`config.mk`:
```
export PLATFORM = sky130hd
export DESIGN_NAME = lsu_ctrl
export DESIGN_NICKNAME = d
export VERILOG_FILES = /design/src/rtl/lsu_pkg.sv /design/src/rtl/lsu_align.sv /design/src/rtl/lsu_ctrl.sv
export SDC_FILE = /design/constraint.sdc
export NUM_CORES = 1
export LEC_CHECK = 0
export BUFFER_PORTS_ARGS = -buffer_cell sky130_fd_sc_hd__buf_2
export CELL_PAD_IN_SITES_DETAIL_PLACEMENT = 1
export CELL_PAD_IN_SITES_GLOBAL_PLACEMENT = 2
export CORE_AREA = 2 2 144 146
export CTS_BUF_LIST = sky130_fd_sc_hd__clkbuf_8
export DETAILED_ROUTE_END_ITERATION = 10
export DIE_AREA = 0 0 146 148
export GPL_TIMING_DRIVEN = 0
export PLACE_DENSITY = 0.9
export SLEW_MARGIN = 20
export SYNTH_ARGS = -nofsm -noshare
export SYNTH_HDL_FRONTEND = slang
export SYNTH_SLANG_ARGS = --single-unit
```
`constraint.sdc`:
```
create_clock -name clk -period 2.6 [get_ports clk]
set_input_delay 0.13 -clock clk [delete_from_list [all_inputs] [get_ports clk]]
set_output_delay 0.13 -clock clk [all_outputs]
set_load 0.05 [all_outputs]
```
`src/rtl/lsu_pkg.sv`:
```
`timescale 1ns/1ps
`default_nettype none
// ============================================================================
// Module      : lsu_pkg
// Description : Shared definitions for the load/store unit.
//               - Access-size encodings.
//               - FSM state encodings.
//               - Alignment check helper.
// Revision    : 1.0 - initial release
// ============================================================================
package lsu_pkg;

    // Access-size encodings carried on req_size.
    localparam logic [1:0] SZ_BYTE = 2'b00;
    localparam logic [1:0] SZ_HALF = 2'b01;
    localparam logic [1:0] SZ_WORD = 2'b10;
    localparam logic [1:0] SZ_ILL  = 2'b11;

    // FSM state encodings.
    localparam int c_STATE_W = 2;
    typedef logic [c_STATE_W-1:0] lsu_state_t;
    localparam lsu_state_t c_ST_IDLE   = 2'd0;
    localparam lsu_state_t c_ST_ACCESS = 2'd1;
    localparam lsu_state_t c_ST_RESP   = 2'd2;

    // Returns 1 when the byte offset is not naturally aligned for the size.
    // Bytes are always aligned; the illegal size is flagged separately.
    function automatic logic is_misaligned(input logic [1:0] size,
                                           input logic [1:0] off);
        logic r;
        r = 1'b0;
        case (size)
            SZ_HALF: r = off[0];
            SZ_WORD: r = (off != 2'b00);
            default: r = 1'b0;
        endcase
        return r;
    endfunction

endpackage
`default_nettype wire

```
`src/rtl/lsu_align.sv`:
```
`timescale 1ns/1ps
`default_nettype none
// ============================================================================
// Module      : lsu_align
// Description : Combinational lane handling for the load/store unit.
//               Loads : extract the byte/half at i_byte_off from i_mem_rd and
//                       sign- or zero-extend it.
//               Stores: merge the low byte/half of i_wdata into i_mem_rd at
//                       i_byte_off (word stores pass i_wdata through).
// Ports       : i_byte_off   - address bits [1:0]
//               i_size       - access size (SZ_*)
//               i_unsigned   - 1 = zero-extend loads
//               i_mem_rd     - current memory word
//               i_wdata      - right-aligned store data
//               o_load_data  - extended load result
//               o_store_data - merged word to write back
// Revision    : 1.0 - initial release
// ============================================================================
module lsu_align
    import lsu_pkg::*;
(
    input  logic [1:0]  i_byte_off,
    input  logic [1:0]  i_size,
    input  logic        i_unsigned,
    input  logic [31:0] i_mem_rd,
    input  logic [31:0] i_wdata,
    output logic [31:0] o_load_data,
    output logic [31:0] o_store_data
);

    logic [7:0]  w_byte;
    logic [15:0] w_half;

    // Little-endian lane select: byte 0 lives in [7:0].
    assign w_byte = i_mem_rd[{i_byte_off, 3'b000} +: 8];
    assign w_half = i_byte_off[1] ? i_mem_rd[31:16] : i_mem_rd[15:0];

    always_comb begin
        o_load_data  = i_mem_rd;
        o_store_data = i_wdata;
        case (i_size)
            SZ_BYTE: begin
                o_load_data  = {{24{~i_unsigned & w_byte[7]}}, w_byte};
                o_store_data = i_mem_rd;
                o_store_data[{i_byte_off, 3'b000} +: 8] = i_wdata[7:0];
            end
            SZ_HALF: begin
                o_load_data  = {{16{~i_unsigned & w_half[15]}}, w_half};
                o_store_data = i_mem_rd;
                if (i_byte_off[1]) begin
                    o_store_data[31:16] = i_wdata[15:0];
                end else begin
                    o_store_data[15:0]  = i_wdata[15:0];
                end
            end
            default: begin
                o_load_data  = i_mem_rd;
                o_store_data = i_wdata;
            end
        endcase
    end

endmodule
`default_nettype wire

```
`src/rtl/lsu_ctrl.sv`:
```
`timescale 1ns/1ps
`default_nettype none
// ============================================================================
// Module      : lsu_ctrl
// Description : Load/store unit. Accepts byte/half/word requests over a
//               valid/ready handshake, drives a word-addressed memory with a
//               combinational read port, performs same-cycle read-modify-
//               write for sub-word stores and returns extended load data.
// Ports       : clk, rst                       - clock, sync active-high reset
//               req_valid/req_ready            - request handshake
//               req_we/req_size/req_unsigned   - access type
//               req_addr/req_wdata             - byte address, store data
//               resp_valid/resp_ready          - response handshake
//               resp_rdata/resp_err            - load data, error flag
//               mem_addr/mem_wd/mem_we/mem_rd  - data memory port
// Revision    : 1.0 - initial release
// ============================================================================
module lsu_ctrl
    import lsu_pkg::*;
#(
    parameter int DEPTH = 64,
    parameter int AW    = 32
) (
    input  logic          clk,
    input  logic          rst,
    input  logic          req_valid,
    output logic          req_ready,
    input  logic          req_we,
    input  logic [1:0]    req_size,
    input  logic          req_unsigned,
    input  logic [AW-1:0] req_addr,
    input  logic [31:0]   req_wdata,
    output logic          resp_valid,
    input  logic          resp_ready,
    output logic [31:0]   resp_rdata,
    output logic          resp_err,
    output logic [31:0]   mem_addr,
    output logic [31:0]   mem_wd,
    output logic          mem_we,
    input  logic [31:0]   mem_rd
);

    localparam logic [AW-1:0] c_DEPTH = AW'(DEPTH);

    lsu_state_t     r_state;
    logic           r_we;
    logic [1:0]     r_size;
    logic           r_unsigned;
    logic [AW-1:0]  r_addr;
    logic [31:0]    r_wdata;
    logic [31:0]    r_rdata;
    logic           r_err;

    logic           w_accept;
    logic           w_req_err;
    logic           w_in_access;
    logic [31:0]    w_load_data;
    logic [31:0]    w_store_data;

    assign w_accept    = req_valid && req_ready;
    assign w_in_access = (r_state == c_ST_ACCESS);

    // Request is rejected up front so an errored access never reaches memory.
    assign w_req_err = (req_size == SZ_ILL)
                     || is_misaligned(req_size, req_addr[1:0])
                     || ({2'b00, req_addr[AW-1:2]} >= c_DEPTH);

    lsu_align u_align (
        .i_byte_off   (r_addr[1:0]),
        .i_size       (r_size),
        .i_unsigned   (r_unsigned),
        .i_mem_rd     (mem_rd),
        .i_wdata      (r_wdata),
        .o_load_data  (w_load_data),
        .o_store_data (w_store_data)
    );

    assign req_ready  = (r_state == c_ST_IDLE);
    assign resp_valid = (r_state == c_ST_RESP);
    assign resp_rdata = r_rdata;
    assign resp_err   = r_err;

    // Memory port is quiet outside ACCESS. The write enable is also gated by
    // rst so a reset landing on the ACCESS cycle cannot corrupt memory.
    assign mem_addr = w_in_access ? 32'(r_addr[AW-1:2]) : 32'd0;
    assign mem_we   = w_in_access && r_we && !rst;
    assign mem_wd   = (w_in_access && r_we) ? w_store_data : 32'd0;

    always_ff @(posedge clk) begin
        if (rst) begin
            r_state    <= c_ST_IDLE;
            r_we       <= 1'b0;
            r_size     <= SZ_BYTE;
            r_unsigned <= 1'b0;
            r_addr     <= '0;
            r_wdata    <= 32'd0;
            r_rdata    <= 32'd0;
            r_err      <= 1'b0;
        end else begin
            case (r_state)
                c_ST_IDLE: begin
                    if (w_accept) begin
                        r_we       <= req_we;
                        r_size     <= req_size;
                        r_unsigned <= req_unsigned;
                        r_addr     <= req_addr;
                        r_wdata    <= req_wdata;
                        r_rdata    <= 32'd0;
                        if (w_req_err) begin
                            r_err   <= 1'b1;
                            r_state <= c_ST_RESP;
                        end else begin
                            r_err   <= 1'b0;
                            r_state <= c_ST_ACCESS;
                        end
                    end
                end
                c_ST_ACCESS: begin
                    r_rdata <= r_we ? 32'd0 : w_load_data;
                    r_state <= c_ST_RESP;
                end
                c_ST_RESP: begin
                    if (resp_ready) begin
                        r_rdata <= 32'd0;
                        r_err   <= 1'b0;
                        r_state <= c_ST_IDLE;
                    end
                end
                default: begin
                    r_state <= c_ST_IDLE;
                end
            endcase
        end
    end

endmodule
`default_nettype wire

```
==> metrics.md <==
| Metric | Value |
|---|---|
| Avg Inst Size Synth | `about 8 um^2` |
| Worst Setup End Kind | `output pin` |
| CTS buffer count | `9` |
| Hold Slack | `between 0.01 and 0.015 ns` |
| Io pins | `approximately 200` |
| Core Rows | `between 50 and 60` |
| Post-synth top area cell | `dfxtp_1` |
| Multi-input combinational cell area | `approximately 3300 um^2` |
| DRT iter0 DRCs | `~550` |
| Reg-to-reg startpoint | `r_state[0]` |
| Minimum clock period | `approximately 2.6 ns` |
| R2r setup slk | `0.46 ns` |
| Mapped cell area | `about 5600 um^2` |
| H-tree depth | `3` |
| RR Endpoint | `resp_rdata[23]` |
| Relative slew slack | `56.4%` |
| Primary FF master, synth | `dfxtp_1` |
| Vias | `~6500` |
| Number of fillers in the final layout | `roughly 2500` |
| Final hold vios | `0` |
| Post-synth ARST share | `0%` |
| #FFs+latches synth | `~100` |
| Worst reg-to-reg path cell count | `6` |
| Most frequent cell on the critical path | `buf_6` |
| Layout cells sized above 1 | `between 30% and 40%` |
| Fmax | `392 MHz` |
| PD cells | `approximately 440 nW/um^2` |
| Antenna Cells | `0` |
| Placed cell count | `roughly 1200` |
| Ranking of synthesized cells by area | `dfxtp_1 37%, nand2_1 11%, a21oi_1 8.8%, a211o_1 3.6%, and3_1 3.6%` |
| Drt wl/cell | `18.9 um` |
| Crit Path Max Fanout | `8` |
| Initial Utilization | `27.8%` |
| IO Port Bufs | `201` |
| Measured slew at the worst slew-check pin | `0.652 ns` |
| First-pass DRT Iterations | `6` |
| Die width | `approximately 150 um` |
| Slowest-stage cell, CP | `dfxtp_2` |
| Slew Limit Fails | `0` |
| DRT Wirelength | `~24000 um` |
| Core ar. | `~20000 um^2` |
| Post-route setup slack | `0.0473 ns` |
| Largest net degree at the start of global routing | `20` |
| Status | `finished, final reports clean` |
| Initial antenna violation count | `1` |
| Placed wire-length estimate | `about 18000 um` |
| Layout area overhead | `46.1%` |
| Clk_lat worst skew | `about 0.4 ns` |
| YS warnings | `0` |
| Crit path DAT | `~2.4 ns` |
| Lkg Pwr | `3.60 nW` |
| Cell Count, Final, Fillers Out | `about 1300` |
| Clock transition at the registers of the reported paths | `~0.11 ns` |
| Clk Tree Root Cell | `clkbuf_8` |
| CP Launch Type | `flip-flop` |
| Drc violations | `0` |
| CP required | `around 2.5 ns` |
| Max Clock Skew | `0.0139 ns` |
| Critical path class | `flip-flop to output pin` |
| Number of synthesized flops with an enable pin | `0` |
| Cells after synthesis | `about 700` |
| Sequential-to-total area share from yosys stat | `a little under two fifths` |
| HP Start | `req_size[0]` |
| Max-cap check violation count | `0` |
| Crit-path cells | `buf_12 -> inv_8 -> ha_4 -> nor4bb_4 -> buf_6 -> a221oi_2 -> a211o_1 -> a21oi_2 -> buf_6` |
| CTS tree | `yes` |
| Full die area | `~22000 um^2` |
| Max VDD drop | `around 0.27 mV` |
| Post-Place Worst Slack | `-0.345 ns` |
| Layout Nets | `1089` |
| CTS Buffer Depth | `2` |
| Hold depth | `3` |
| Hold Path End | `r_size[0]` |
| Family with the most delay on the worst path | `compound AO/OA/AOI/OAI gates` |
| FF/Latch Area | `between 2000 and 2500 um^2` |
| Setup tns final | `0 ns` |
| Yosys cell types | `47` |
| Final setup fails | `0` |
| CP max stage delay | `approximately 0.38 ns` |
| Total global routing overflow | `0` |
| Routability Congestion | `a little under 0.9` |
| Buf/Inv on CP | `4` |
| Worst Hold Class | `input port to flip-flop` |
| Number of global-route vias before repair | `approximately 6600` |
| Total GRT Usage | `21.7%` |
| Antenna viol nets, final | `0` |
| Chip Height | `148 um` |
| Clk sinks | `103` |
| Fin crit share | `between 90% and 100%` |
| Post-DR vias/cell | `a little over 5` |
| First-pass GRT wire length | `between 30000 and 40000 um` |
| Synth top area share | `37.1%` |
==> worst max path at each step <==
stage / slack (ns) / end / cells after the start / startpoint
6_report: 0.05 / mem_wd[29] / 9 / r_addr[0]
5_1_grt: -0.02 / mem_wd[29] / 9 / r_addr[0]
3_5_place_dp: -0.35 / mem_wd[30] / 10 / r_addr[0]
2_1_floorplan: 0.001 / mem_wd[24] / 9 / r_addr[0]
4_1_cts: -0.009 / mem_wd[30] / 10 / r_addr[1]
3_3_place_gp: -0.34 / mem_wd[31] / 10 / r_addr[0]
==> repair_timing <==
item                                    4_1_cts  5_1_grt
hold endpoints to repair                     66        0
hold buffers                                 66        0
resized for setup                            65       22
pin swaps                                    25       10
setup buffers                                 6        0
endpoints found under the setup margin       32       33
==> layer usage <==
layer	GRT usage (%)	vias to the layer above	wire length [um]
li1	-	3085	-
met1	27.8	3055	10200
met2	36.5	289	11000
met3	5.77	32	1970
met4	5.49	2	413
met5	0	-	13
==> logic make-up (layout without fill, tap and decap cells) <==
group / Yosys count / after routing / share of synthesized area [%]
other cells: 1 / 2 / 0.0674
fa+ha+maj: 8 / 8 / 1.80
simple gates: 255 / 255 / 20.5
buf+inv: 78 / 362 / 6.25
mux: 28 / 28 / 6.95
flops: 103 / 103 / 37.1
compound gates: 224 / 224 / 27.3
==> power by group <==
| group | switching, mW | internal [mW] | leakage [nW] | total, mW |
|---|---|---|---|---|
| logic | 0.452 | 0.335 | 2.65 | 0.787 |
| clock network | 0.651 | 0.470 | 0.110 | 1.12 |
| registers | 0.0562 | 1.64 | 0.842 | 1.70 |
==> state kept, by name, summed over array words and instances, names as in the netlist <==
name	cells
r_addr	32
r_unsigned	1
r_we	1
r_size	2
r_state	2
resp_err	1
r_wdata	32
resp_rdata	32
==> metrics by stage <==
step / util (%) / power, mW / area [um^2]
after global placement: 34.8 / 2.39 / 6970
after global routing: 40.5 / 3.78 / 8130
after floorplan: - / 2.13 / 5630
after detailed placement: 34.8 / 2.40 / 6970
final: 40.5 / 3.61 / 8130
after CTS: 40.5 / 3.62 / 8120
==> cells in the mapped netlist (all sizes together), types with 3 or more instances <==
master / number
nand2: 165
mux2i: 18
mux4: 8
inv: 10
nor3: 5
a222oi: 8
dfxtp: 103
nor4b: 3
nor2: 33
o221ai: 7
a211o: 23
buf: 31
a211oi: 9
ha: 8
a221oi: 16
a21oi: 98
a221o: 16
o2bb2ai: 8
clkbuf: 37
o21ai: 25
a22o: 9
and3: 32
nor4: 5
==> worst register-to-register path, stage by stage (launching register included) <==
cell,delay [ns]
dfxtp_1,0.33
buf_2,0.21
nand2b_1,0.17
a21oi_1,0.08
nor2_1,0.51
clkbuf_1,0.53
a221o_1,0.25
==> cell usage in the layout, fill, tap and decap left out, types with 6 or more instances in the layout <==
cell and n:
a211oi_1 8, a222oi_1 8, nand2_1 164, buf_2 197, o21ai_0 25, a211o_1 23
a221o_1 16, nor2_1 31, a221oi_1 13, mux2i_1 17, a21oi_1 82, buf_6 19
mux4_2 8, o221ai_1 7, clkbuf_1 29, a21oi_2 15, buf_4 15, inv_1 7
dlygate4sd3_1 66, clkbuf_8 9, a22o_1 9, dfxtp_1 101, and3_1 31, o2bb2ai_1 8
ha_1 6
==> layout make-up <==
cell class	instances	share of cell area [%]
Inverter	10	0.585
Multi-Input combinational cell	517	40.9
Tap cell	270	4.16
Buffer	63	3.90
Clock inverter	7	1.06
Clock buffer	9	1.52
Timing Repair Buffer	273	22.5
Sequential cell	103	25.4
(Power assumes the default switching activity.)
